[src/rtl/multi_cycle_control.sv]
// multi_cycle_control: multi-cycle MIPS control FSM.
// Each instruction runs through fetch, decode, execute, memory and write-back
// steps over a shared ALU and a single memory port. Memory accesses wait on
// MemReady and have an optional timeout. Timeouts and illegal opcodes lead to
// a sticky FAULT state.
// Optional feature macro: ILLEGAL_OP_TRAP_EN. When it is defined, an undefined
// opcode traps to FAULT. When it is undefined, an undefined opcode is a NOP.
module multi_cycle_control #(
  parameter int MEM_TIMEOUT = 16
) (
  input  logic       CLK,
  input  logic       Reset,
  input  logic [5:0] Opcode,
  input  logic       MemReady,
  output logic       PCWrite,
  output logic       PCWriteCond,
  output logic       IorD,
  output logic       MemRead,
  output logic       MemWrite,
  output logic       IRWrite,
  output logic       MemToReg,
  output logic       RegWrite,
  output logic       RegDst,
  output logic       ALUSrcA,
  output logic       SignExtend,
  output logic [1:0] ALUSrcB,
  output logic [1:0] PCSource,
  output logic [3:0] ALUOp,
  output logic [3:0] State,
  output logic       Fault,
  output logic [1:0] FaultCode
);

  // Counter width. A timeout of 0 disables the counter, but one bit is kept
  // so that the declaration stays legal.
  localparam int CW = (MEM_TIMEOUT > 0) ? $clog2(MEM_TIMEOUT + 1) : 1;
  localparam logic [CW-1:0] TMO = CW'(MEM_TIMEOUT);

  typedef enum logic [3:0] {
    S_INIT   = 4'd0,
    S_FETCH  = 4'd1,
    S_DECODE = 4'd2,
    S_MEMADR = 4'd3,
    S_MEMRD  = 4'd4,
    S_MEMWB  = 4'd5,
    S_MEMWR  = 4'd6,
    S_REXEC  = 4'd7,
    S_RWB    = 4'd8,
    S_BRANCH = 4'd9,
    S_JUMP   = 4'd10,
    S_IEXEC  = 4'd11,
    S_IWB    = 4'd12,
    S_FAULT  = 4'd13
  } state_t;

  localparam logic [5:0] OP_R     = 6'b000000;
  localparam logic [5:0] OP_LW    = 6'b100011;
  localparam logic [5:0] OP_SW    = 6'b101011;
  localparam logic [5:0] OP_BEQ   = 6'b000100;
  localparam logic [5:0] OP_J     = 6'b000010;
  localparam logic [5:0] OP_ADDI  = 6'b001000;
  localparam logic [5:0] OP_ADDIU = 6'b001001;
  localparam logic [5:0] OP_SLTI  = 6'b001010;
  localparam logic [5:0] OP_SLTIU = 6'b001011;
  localparam logic [5:0] OP_ANDI  = 6'b001100;
  localparam logic [5:0] OP_ORI   = 6'b001101;
  localparam logic [5:0] OP_XORI  = 6'b001110;
  localparam logic [5:0] OP_LUI   = 6'b001111;

  localparam logic [3:0] ALU_AND   = 4'b0000;
  localparam logic [3:0] ALU_OR    = 4'b0001;
  localparam logic [3:0] ALU_ADD   = 4'b0010;
  localparam logic [3:0] ALU_SUB   = 4'b0110;
  localparam logic [3:0] ALU_SLT   = 4'b0111;
  localparam logic [3:0] ALU_ADDU  = 4'b1000;
  localparam logic [3:0] ALU_XOR   = 4'b1010;
  localparam logic [3:0] ALU_SLTU  = 4'b1011;
  localparam logic [3:0] ALU_LUI   = 4'b1110;
  localparam logic [3:0] ALU_FUNCT = 4'b1111;

  localparam logic [1:0] FC_TIMEOUT = 2'b01;
  localparam logic [1:0] FC_ILLEGAL = 2'b10;

  state_t        state_q, state_d;
  logic [CW-1:0] cnt_q, cnt_d;
  logic [1:0]    fcode_q, fcode_d;
  // LW/SW choice is captured in DECODE. Opcode is not stable in MEMADR.
  logic          store_q, store_d;

  logic is_imm;
  assign is_imm = (Opcode[5:3] == 3'b001);

  // Selects the ALU operation for the immediate class in IEXEC.
  function automatic logic [3:0] imm_aluop(input logic [5:0] op);
    case (op)
      OP_ADDI:  imm_aluop = ALU_ADD;
      OP_ADDIU: imm_aluop = ALU_ADDU;
      OP_SLTI:  imm_aluop = ALU_SLT;
      OP_SLTIU: imm_aluop = ALU_SLTU;
      OP_ANDI:  imm_aluop = ALU_AND;
      OP_ORI:   imm_aluop = ALU_OR;
      OP_XORI:  imm_aluop = ALU_XOR;
      default:  imm_aluop = ALU_LUI;
    endcase
  endfunction

  // State register, wait counter, fault code and latched store flag.
  always_ff @(posedge CLK or posedge Reset) begin
    if (Reset) begin
      state_q <= S_INIT;
      cnt_q   <= '0;
      fcode_q <= 2'b00;
      store_q <= 1'b0;
    end else begin
      state_q <= state_d;
      cnt_q   <= cnt_d;
      fcode_q <= fcode_d;
      store_q <= store_d;
    end
  end

  // Next-state logic with the memory wait and timeout handling.
  always_comb begin
    state_d = state_q;
    cnt_d   = cnt_q;
    fcode_d = fcode_q;
    store_d = store_q;
    case (state_q)
      S_INIT: state_d = S_FETCH;
      S_FETCH, S_MEMRD, S_MEMWR: begin
        if (MemReady) begin
          // A completing access wins over a timeout in the same cycle.
          if (state_q == S_FETCH)      state_d = S_DECODE;
          else if (state_q == S_MEMRD) state_d = S_MEMWB;
          else                         state_d = S_FETCH;
        end else if (MEM_TIMEOUT != 0) begin
          if (cnt_q == TMO) begin
            state_d = S_FAULT;
            fcode_d = FC_TIMEOUT;
          end else begin
            cnt_d = cnt_q + 1'b1;
          end
        end
      end
      S_DECODE: begin
        store_d = (Opcode == OP_SW);
        if (Opcode == OP_LW || Opcode == OP_SW) state_d = S_MEMADR;
        else if (Opcode == OP_R)                state_d = S_REXEC;
        else if (Opcode == OP_BEQ)              state_d = S_BRANCH;
        else if (Opcode == OP_J)                state_d = S_JUMP;
        else if (is_imm)                        state_d = S_IEXEC;
        else begin
`ifdef ILLEGAL_OP_TRAP_EN
          state_d = S_FAULT;
          fcode_d = FC_ILLEGAL;
`else
          // The PC has already advanced in FETCH, so the instruction acts as a NOP.
          state_d = S_FETCH;
`endif
        end
      end
      S_MEMADR: state_d = store_q ? S_MEMWR : S_MEMRD;
      S_MEMWB:  state_d = S_FETCH;
      S_REXEC:  state_d = S_RWB;
      S_RWB:    state_d = S_FETCH;
      S_BRANCH: state_d = S_FETCH;
      S_JUMP:   state_d = S_FETCH;
      S_IEXEC:  state_d = S_IWB;
      S_IWB:    state_d = S_FETCH;
      S_FAULT:  state_d = S_FAULT;
      default:  state_d = S_INIT;
    endcase
    // Every state starts its wait count from zero.
    if (state_d != state_q) cnt_d = '0;
  end

  // Datapath controls decoded from the current state. FETCH also uses MemReady.
  always_comb begin
    PCWrite     = 1'b0;
    PCWriteCond = 1'b0;
    IorD        = 1'b0;
    MemRead     = 1'b0;
    MemWrite    = 1'b0;
    IRWrite     = 1'b0;
    MemToReg    = 1'b0;
    RegWrite    = 1'b0;
    RegDst      = 1'b0;
    ALUSrcA     = 1'b0;
    SignExtend  = 1'b0;
    ALUSrcB     = 2'b00;
    PCSource    = 2'b00;
    ALUOp       = ALU_AND;
    case (state_q)
      S_FETCH: begin
        MemRead = 1'b1;
        ALUSrcB = 2'b01;
        ALUOp   = ALU_ADD;
        IRWrite = MemReady;
        PCWrite = MemReady;
      end
      S_DECODE: begin
        ALUSrcB    = 2'b11;
        ALUOp      = ALU_ADD;
        SignExtend = 1'b1;
      end
      S_MEMADR: begin
        ALUSrcA    = 1'b1;
        ALUSrcB    = 2'b10;
        ALUOp      = ALU_ADD;
        SignExtend = 1'b1;
      end
      S_MEMRD: begin
        MemRead = 1'b1;
        IorD    = 1'b1;
      end
      S_MEMWB: begin
        RegWrite = 1'b1;
        MemToReg = 1'b1;
      end
      S_MEMWR: begin
        MemWrite = 1'b1;
        IorD     = 1'b1;
      end
      S_REXEC: begin
        ALUSrcA = 1'b1;
        ALUOp   = ALU_FUNCT;
      end
      S_RWB: begin
        RegWrite = 1'b1;
        RegDst   = 1'b1;
      end
      S_BRANCH: begin
        ALUSrcA     = 1'b1;
        ALUOp       = ALU_SUB;
        PCWriteCond = 1'b1;
        PCSource    = 2'b01;
      end
      S_JUMP: begin
        PCWrite  = 1'b1;
        PCSource = 2'b10;
      end
      S_IEXEC: begin
        ALUSrcA    = 1'b1;
        ALUSrcB    = 2'b10;
        ALUOp      = imm_aluop(Opcode);
        SignExtend = (Opcode[5:2] == 4'b0010);
      end
      S_IWB: RegWrite = 1'b1;
      default: ;
    endcase
  end

  assign State     = state_q;
  assign Fault     = (state_q == S_FAULT);
  assign FaultCode = fcode_q;

endmodule

[config.mk]
export PLATFORM = sky130hd
export DESIGN_NAME = multi_cycle_control
export DESIGN_NICKNAME = d
export VERILOG_FILES = /design/src/rtl/multi_cycle_control.sv
export SDC_FILE = /design/constraint.sdc
export NUM_CORES = 1
export LEC_CHECK = 0
export CAP_MARGIN = 20
export CORE_AREA = 5 5 55 57
export DETAILED_ROUTE_END_ITERATION = 6
export DIE_AREA = 0 0 60 62
export PLACE_DENSITY = 0.86
export SLEW_MARGIN = 15
export SYNTH_ARGS = -nofsm -noshare
export SYNTH_HDL_FRONTEND = slang
export SYNTH_SLANG_ARGS = --single-unit
export TNS_END_PERCENT = 100
[constraint.sdc]
create_clock -name CLK -period 3.7 [get_ports CLK]
set_input_delay 0.37 -clock CLK [delete_from_list [all_inputs] [get_ports CLK]]
set_output_delay 0.37 -clock CLK [all_outputs]
set_load 0.01 [all_outputs]
==> results.cfg <==
[final_layout]
fillers = 232
syn_to_final_growth_pct = 27.7
multi_input_area_um2 = 817
final_cell_mix = clkdlybuf4s50_1, nor2_1, nand2_1, dfrtp_1, a21oi_1
seqCellArea_um2 = 275
antennaDiodeCount = 0
drive_gt1_share_pct = 5.62
final_common_cell = clkdlybuf4s50_1
nets = 190

[grt]
grt_max_degree = 27
grt_use_total_pct = 18.4
grt_pass1_vias = 1172
grt-ovfl-total = 0
grt_antenna_before_repair = 0
grt_first_pass_wirelength_um = 5150

[timing]
rsz0062_at_grt = no
max_freq_ghz = 0.337
period_needed_ns = 2.96
worstMarginPinSlew_ns = 0.796
slew_violations = 0
timing.final.crit_share_pct = 80.1
finalHoldViolations = 0
finalSetupTns_ns = 0
finalClockSkew_ns = 0.000214
slew_headroom_pct = 47.0
setup_viol = 0

[placement]
place_congestion = 0.921
dp_hpwl_um = 2380
io_buffer_count = 33

[critical_path]
endpoint_kind = output pin
r2r-start = State[1]$_DFF_PP0_
rr_worst_depth = 5
r2r-end = cnt_q[0]$_DFFE_PP0P_
arrival_ns = 2.59
startpoint = State[1]$_DFF_PP0_
endpoint = PCWrite
path_max_fanout = 25
r2r_slack_ns = 1.13
required_ns = 3.33
startpoint_type = flop
critPathKind = flop to output pin

[yosys]
ys_seq_elements = 11
synth.area.top_cells = dfrtp_1, nor2_1, xnor2_1
synth_cell_types = 52
yosysTopAreaCell = dfrtp_1
syn-cell-area_um2 = 1180
synth_top_area_share_pct = 23.2
syn_area_per_cell_um2 = 7.64
yosysWarnings = 0
async_reset_ff_share_pct = 100
syn_inst = 155
synthFlopType = dfrtp_1
synth-seq-area-share_pct = 23.2
synth-edff-count = 0
synth_fp_nets = 166

[clocking]
clkLatencyLatePin_ns = 0.27
cts_max_level = 1
cts_sinks = 11
cts_setup_buffers = 0
cts_tree = yes
ctsResizeCount = 0
cts_root_buffer = clkbuf_4
cts_max_path_buffers = 2
cts.clk_slew.worst_paths_ns = 0.06
postCtsHoldBufs = 0
numCtsBuffers = 3

[floorplanning]
num_rows = 18
chipWidth_um = 60
dieHeight_um = 62
core_area_um2 = 2430
io-pin-count = 35
dieArea_um2 = 3720
initial_core_util_pct = 48.7

[run]
maxCapViolCount = 0

[route]
drt-initial-drc-count = 67
drc = 0
drt-pass1-iter-count = 5
vias_per_cell = 5.98
num_vias = 1244
wl_um = 3180
wire_per_inst_um = 15.3
ant_nets = 0

[power]
leakagePower_nw = 0.580
p_per_area_nw_per_um2 = 664
p_total_mw = 1.01
ir_worst_vdd_mv = 0.457

[hold_path]
worst_hold_path_type = input port to asynchronous set/reset pin

[run_status]
status = completed
==> power by group <==
| part | internal (mW) | total (mW) | switching, mW |
|---|---|---|---|
| clock | 0.0418 | 0.0808 | 0.0390 |
| sequential | 0.146 | 0.233 | 0.0871 |
| combinational | 0.329 | 0.691 | 0.362 |
==> cell families after synthesis <==
| kind of cell | after synthesis | share of synthesized area [%] |
|---|---|---|
| compound gates | 34 | 21.9 |
| xor+xnor | 8 | 5.91 |
| fa+ha+maj | 2 | 2.11 |
| buf+inv | 20 | 7.81 |
| flops | 11 | 23.2 |
| mux | 4 | 3.48 |
| other cells | 1 | 0.316 |
| simple gates | 75 | 35.3 |
==> worst max-delay path, stage by stage (launching register included) <==
cell and delay, ns:
dfrtp_1 0.66, nand2b_1 0.35, nor4b_1 0.57, or2_2 0.21, clkdlybuf4s50_1 0.53
==> layout make-up <==
class                      count  share of cell area (%)
tap                           30                    2.48
multi-input combinational    124                    54.0
inverter                       5                    1.24
sequential                    11                    18.2
timing repair buffer          34                    22.3
clock buffer                   4                    1.74
==> state kept, by name, indices dropped and copies added (netlist names) <==
| name | flops |
|---|---|
| store_q | 1 |
| FaultCode | 1 |
| State | 4 |
| cnt_q | 5 |
==> Yosys cell counts, types with 3 or more instances <==
library cell and n:
xnor2_1 7, o211ai_1 3, dfrtp_1 11, clkbuf_1 10
o21ai_0 5, a21oi_1 8, inv_1 4, nor2b_1 4
nand2b_1 7, mux2i_1 3, nor2_1 19, nor3_1 4
nor4_1 5, nand2_1 16
==> how the worst min path moves through the flow <==
stage	slack, ns	endpoint	depth (start not counted)
3_5_place_dp	0.48	FaultCode[0]$_DFFE_PP0P_	1
5_1_grt	0.41	State[2]$_DFF_PP0_	2
2_1_floorplan	0.22	FaultCode[0]$_DFFE_PP0P_	1
6_report	0.38	State[2]$_DFF_PP0_	2
3_3_place_gp	0.47	FaultCode[0]$_DFFE_PP0P_	1
4_1_cts	0.38	State[2]$_DFF_PP0_	2
==> per-stage QoR <==
step / cell area (um2) / setup slack [ns] / cells / util [%] / hold WS, ns
2_1_floorplan: 1180 / 1.52 / 155 / - / 0.222
3_3_place_gp: 1490 / 1.04 / 204 / 61.1 / 0.466
3_5_place_dp: 1490 / 0.932 / 204 / 61.1 / 0.484
4_1_cts: 1510 / 0.738 / 208 / 62.2 / 0.379
5_1_grt: 1510 / 0.526 / 208 / 62.2 / 0.407
6_report: 1510 / 0.735 / 208 / 62.2 / 0.379
==> per-layer routing <==
metal	GRT usage (%)	share of wire, %
met1	22.2	45
met2	31.0	45
met3	2.48	6.9
met4	11.7	3.4
met5	0	0
No activity file was read; power rests on OpenSTA's default activity.
